==> src/rtl/cdc_pkg.sv <==
// Shared types for the req/ack clock-domain-crossing handshake blocks.
// Holds the sending-side FSM state encoding and the synchronizer depth floor.
// No logic of its own; imported by the sending end and the synchronizer.
package cdc_pkg;

  typedef enum logic [1:0] {
    IDLE  = 2'd0,
    SETUP = 2'd1,
    REQ   = 2'd2,
    REL   = 2'd3
  } tx_state_t;

  // Two flops is the shallowest chain that gives metastability time to resolve.
  localparam int SYNC_STAGES_MIN = 2;

endpackage

==> src/rtl/sync_ff.sv <==
// Plain flop-chain synchronizer for a single asynchronous bit.
// Latency: STAGES clk edges from the first edge that samples a new d value.
// Backpressure: none; free-running shift every cycle.
// Ports: clk (sampling clock), rst (sync active-high, clears chain to 0),
//        d (asynchronous input), q (synchronized output).
module sync_ff
  import cdc_pkg::*;
#(
  parameter int STAGES = SYNC_STAGES_MIN
) (
  input  logic clk,
  input  logic rst,
  input  logic d,
  output logic q
);

  logic [STAGES-1:0] chain;

  always_ff @(posedge clk) begin
    if (rst) begin
      chain <= '0;
    end else begin
      chain <= {chain[STAGES-2:0], d};
    end
  end

  assign q = chain[STAGES-1];

endmodule

==> src/rtl/cdc_handshake_tx.sv <==
// Sending end of a 4-phase req/ack crossing: local valid/ready word -> tx_data/tx_req.
// Latency: tx_req rises 1 edge after acceptance; falls SYNC_STAGES+1 edges after tx_ack rises.
// Backpressure: in_ready is low for the whole transfer and while the synchronized ack is high.
// Ports: clk/rst (sync active-high); in_valid/in_ready/in_data (local source);
//        tx_req/tx_data (to foreign domain), tx_ack (async from foreign domain);
//        busy (not IDLE), timeout_err (one-cycle pulse on a wait-state timeout).
module cdc_handshake_tx
  import cdc_pkg::*;
#(
  parameter int DATA_W      = 8,
  parameter int SYNC_STAGES = 2,   // 2..4
  parameter int TIMEOUT     = 255  // 0 disables the timeout
) (
  input  logic              clk,
  input  logic              rst,
  input  logic              in_valid,
  output logic              in_ready,
  input  logic [DATA_W-1:0] in_data,
  output logic              tx_req,
  output logic [DATA_W-1:0] tx_data,
  input  logic              tx_ack,
  output logic              busy,
  output logic              timeout_err
);

  // Counter only as wide as TIMEOUT needs; one bit when the timeout is disabled.
  localparam int              CNT_W   = (TIMEOUT > 0) ? $clog2(TIMEOUT + 1) : 1;
  localparam logic [CNT_W-1:0] CNT_MAX = CNT_W'(TIMEOUT);

  tx_state_t        state;
  logic [CNT_W-1:0] cnt;
  logic             ack_s;
  logic             timeout_hit;

  // The FSM only ever looks at ack_s; raw tx_ack goes nowhere else.
  sync_ff #(
    .STAGES (SYNC_STAGES)
  ) u_ack_sync (
    .clk (clk),
    .rst (rst),
    .d   (tx_ack),
    .q   (ack_s)
  );

  assign timeout_hit = (TIMEOUT != 0) && (cnt == CNT_MAX);

  // Blocking on ack_s keeps a new transfer from starting against a receiver
  // that still holds (or is stuck with) ack high.
  assign in_ready = (state == IDLE) && !ack_s;
  assign busy     = (state != IDLE);

  always_ff @(posedge clk) begin
    if (rst) begin
      state       <= IDLE;
      tx_req      <= 1'b0;
      tx_data     <= '0;
      timeout_err <= 1'b0;
      cnt         <= '0;
    end else begin
      timeout_err <= 1'b0;
      case (state)
        IDLE: begin
          if (in_valid && in_ready) begin
            tx_data <= in_data;
            state   <= SETUP;
          end
        end
        // One cycle with data launched but req still low, so the payload has
        // settled before the receiver can see the req edge.
        SETUP: begin
          tx_req <= 1'b1;
          cnt    <= '0;
          state  <= REQ;
        end
        // Ack is checked before the timeout so a coincident ack is not an error.
        REQ: begin
          if (ack_s) begin
            tx_req <= 1'b0;
            cnt    <= '0;
            state  <= REL;
          end else if (timeout_hit) begin
            timeout_err <= 1'b1;
            tx_req      <= 1'b0;
            cnt         <= '0;
            state       <= REL;
          end else if (cnt != CNT_MAX) begin
            cnt <= cnt + CNT_W'(1);
          end
        end
        REL: begin
          if (!ack_s) begin
            state <= IDLE;
          end else if (timeout_hit) begin
            timeout_err <= 1'b1;
            state       <= IDLE;
          end else if (cnt != CNT_MAX) begin
            cnt <= cnt + CNT_W'(1);
          end
        end
        default: state <= IDLE;
      endcase
    end
  end

endmodule

==> config.mk <==
export PLATFORM = sky130hd
export DESIGN_NAME = cdc_handshake_tx
export DESIGN_NICKNAME = d
export VERILOG_FILES = /design/src/rtl/cdc_pkg.sv /design/src/rtl/sync_ff.sv /design/src/rtl/cdc_handshake_tx.sv
export SDC_FILE = /design/constraint.sdc
export NUM_CORES = 1
export LEC_CHECK = 0
export CAP_MARGIN = 20
export CORE_MARGIN = 8
export CORE_UTILIZATION = 49
export DETAILED_ROUTE_END_ITERATION = 8
export PLACE_DENSITY = 0.78
export SLEW_MARGIN = 30
export SYNTH_ARGS = -nofsm -noshare
export SYNTH_HDL_FRONTEND = slang
export SYNTH_HIERARCHICAL = 1
export SYNTH_SLANG_ARGS = --single-unit
==> constraint.sdc <==
create_clock -name clk -period 2 [get_ports clk]
set_input_delay 0.6 -clock clk [delete_from_list [all_inputs] [get_ports clk]]
set_output_delay 0.6 -clock clk [all_outputs]
set_load 0.02 [all_outputs]
==> flow_summary.toml <==
[outcome]
outcome = "completed"

[timing]
fin_crit_ns = 1.900
relSlewSlack_pct = 75.57
report.final.slew_viol_count = 0
finalSetupTns_ns = 0
setup_viol = 0
finClkSkew_ns = 0.008372
worst_slew_pin_slew_ns = 0.3665
timing.final.ws_setup_ns = 0.09956
hold_violations = 0
fmax_mhz = 526.2
rsz0062_at_grt = "false"
period_share_pct = 95.02

[hold_path]
holdPathStages = 1
hp-start = "u_ack_sync/chain[0]"
min_to = "u_ack_sync/chain[1]"
hold_class = "flip-flop to flip-flop"

[clock_tree]
cts-htree-levels = 1
clock_latency_ns = 0.31
clk_path_buf_depth = 2
root_buffer = "clkbuf_4"
numClockSinks = 22
clk_pin_slew_ns = 0.13
cts_buffers = 3
postCtsSetupBuffers = 0
cts_tree = "yes"
cts_hold_buffers = 0

[routing]
avgRoutedWirePerCell_um = 13.53
drc = 0
routed_wl_um = 2409
num_vias = 930
drt-pass1-iter-count = 4
ant_nets = 0
drtIter0Drc = 15
viasPerCell = 5.225

[layout]
fin_nets = 170
final_cell_mix = "22 x dfxtp_1, 21 x clkdlybuf4s50_1, 12 x nor2_1, 11 x mux2i_1, 11 x buf_4"
area_growth_pct = 35.87
final_common_cell = "dfxtp_1"
drive_gt1_share_pct = 20.00
n_antenna_cell = 0
fin_cells = 178

[power]
p_leak_nw = 0.5966
irDropWorstVdd_mv = 0.7912
p_per_area_mw_per_mm2 = 1211
p_total_mw = 1.813
switching_share_pct = 35.70
combPwrFrac_pct = 50.6
intPower_mw = 1.166
pwr-share-seq_pct = 30.5
p_switching_mw = 0.6473
clkPwrFrac_pct = 18.9

[critical_path]
worstSetupStartpointType = "flip-flop"
crit_type = "flip-flop to primary output"
worstReg2RegEnd = "state[0]"
regToRegStartpoint = "state[0]"
r2r_cells = 7
required_ns = 1.40
cp_max_fo = 4
reg2reg_slack_ns = 0.18
cp-end-kind = "primary output"
worstPathArrival_ns = 1.30

[grt]
grt_first_pass_wirelength_um = 4008
antenna_found_initial = 0
grt_usage_pct = 12.21
grt_max_degree = 14
grt-ovfl-total = 0
grt_pass1_vias = 936

[synth]
synth_edf_count = 0
avgSynthCellArea_sq_um = 9.755
synth_cell_type_count = 34
synth_flop_cell = "dfxtp_1"
synthesis.area_sq_mm = 0.001102
syn_inst = 113
yosys-top-cells-area = "dfxtp_1 40%, mux2i_1 10%, ha_1 7.9%"
synth_top_area_cell = "dfxtp_1"
seq_area_frac_synth_pct = 39.95
async_flop_share_pct = 0
synth.net_count = 132
synth-seq-cells = 22
yosysWarnings = 6
netlist.area_leader.share_pct = 39.95

[flow_run]
cap_violations = 0

[floorplan]
coreArea_sq_mm = 0.002170
start_util_pct = 50.81
die_x_um = 63.43
dieArea_sq_mm = 0.004023
ioPinCount = 24
chipHeight_um = 63.43
fp-row-count = 17

[placed_design]
portBuffers = 23
pre_cts_slack_ns = 0.03657
dp.cells = 174
gp_congestion = 0.8776
dpl.hpwl_um = 1864
[area by class of cell]
cell class                 instances  area, sq um
clock buffer                       3        22.52
clock inverter                     1        30.03
fill                             180        671.9
inverter                           8        30.03
multi-input combinational         82        633.1
sequential                        22        440.4
tap                               28        35.03
timing repair buffer              34        306.5
[sequential cells by signal, indices dropped and copies added, names as in the netlist]
signal,cells
u_ack_sync/chain,2
tx_req,1
tx_data,8
cnt,8
timeout_err,1
state,2
[cells by family after synthesis]
family,synth area share [%]
muxes,9.989
adders and majority gates,7.945
and+or+nand+nor,19.52
AOI/OAI and AO/OA,19.52
DFF,39.95
buffers and inverters,3.064
[how the worst max path moves through the flow]
stage / from / to / slack, ns / cells past startpoint
2_1_floorplan: state[0] / cnt[5] / 0.34 / 6
3_3_place_gp: state[0] / in_ready / 0.05 / 4
3_5_place_dp: state[0] / in_ready / 0.04 / 4
4_1_cts: state[0] / in_ready / 0.03 / 4
5_1_grt: state[0] / busy / 0.01 / 4
6_report: state[0] / busy / 0.1 / 4
[worst max-delay path: stages (launching register included)]
cell and delay, ns:
dfxtp_1 0.35, inv_1 0.06, ha_2 0.21, inv_2 0.05
dlygate4sd2_1 0.32
[Yosys cell counts, drive strengths merged (2+ instances only)]
cell type / n
inv: 8
or3: 3
a31o: 2
a211oi: 2
nand4: 2
ha: 7
nor2: 13
mux2i: 11
dfxtp: 22
o21ai: 5
nor2b: 3
nand2: 8
nand3: 3
and2b: 2
a21oi: 6
o31ai: 3
[power by group through the flow]
stage	Sequential [mW]	Clock, mW	Combinational, mW
global placement	0.559	0	0.921
global route	0.560	0.372	1.01
finish	0.553	0.343	0.917
CTS	0.553	0.350	0.934
detailed placement	0.563	0	0.939
floorplan	0.608	0	0.521
[per-layer routing]
| metal | vias to the layer above | global-route usage, % | routed length (um) |
|---|---|---|---|
| met5 | - | 0 | 0 |
| met4 | 0 | 6.407 | 40 |
| met3 | 5 | 3.357 | 117 |
| met2 | 25 | 21.42 | 1262 |
| met1 | 422 | 12.93 | 988 |
| li1 | 478 | - | - |
[per-stage QoR]
stage                     util, %  cell area [sq um]  hold WS, ns
after floorplan                 -               1102       0.4138
after global placement      66.67               1446       0.4209
after detailed placement    66.67               1446       0.4283
after CTS                   69.20               1501       0.4578
after global routing        69.03               1498       0.4685
final                       69.03               1498       0.4555
[what timing repair did]
item	4_1_cts	5_1_grt
cloned	0	0
endpoints found under the setup margin	2	2
resized for setup	5	2
endpoints found under the hold margin	0	0
Power figures use the tool's default switching activity.
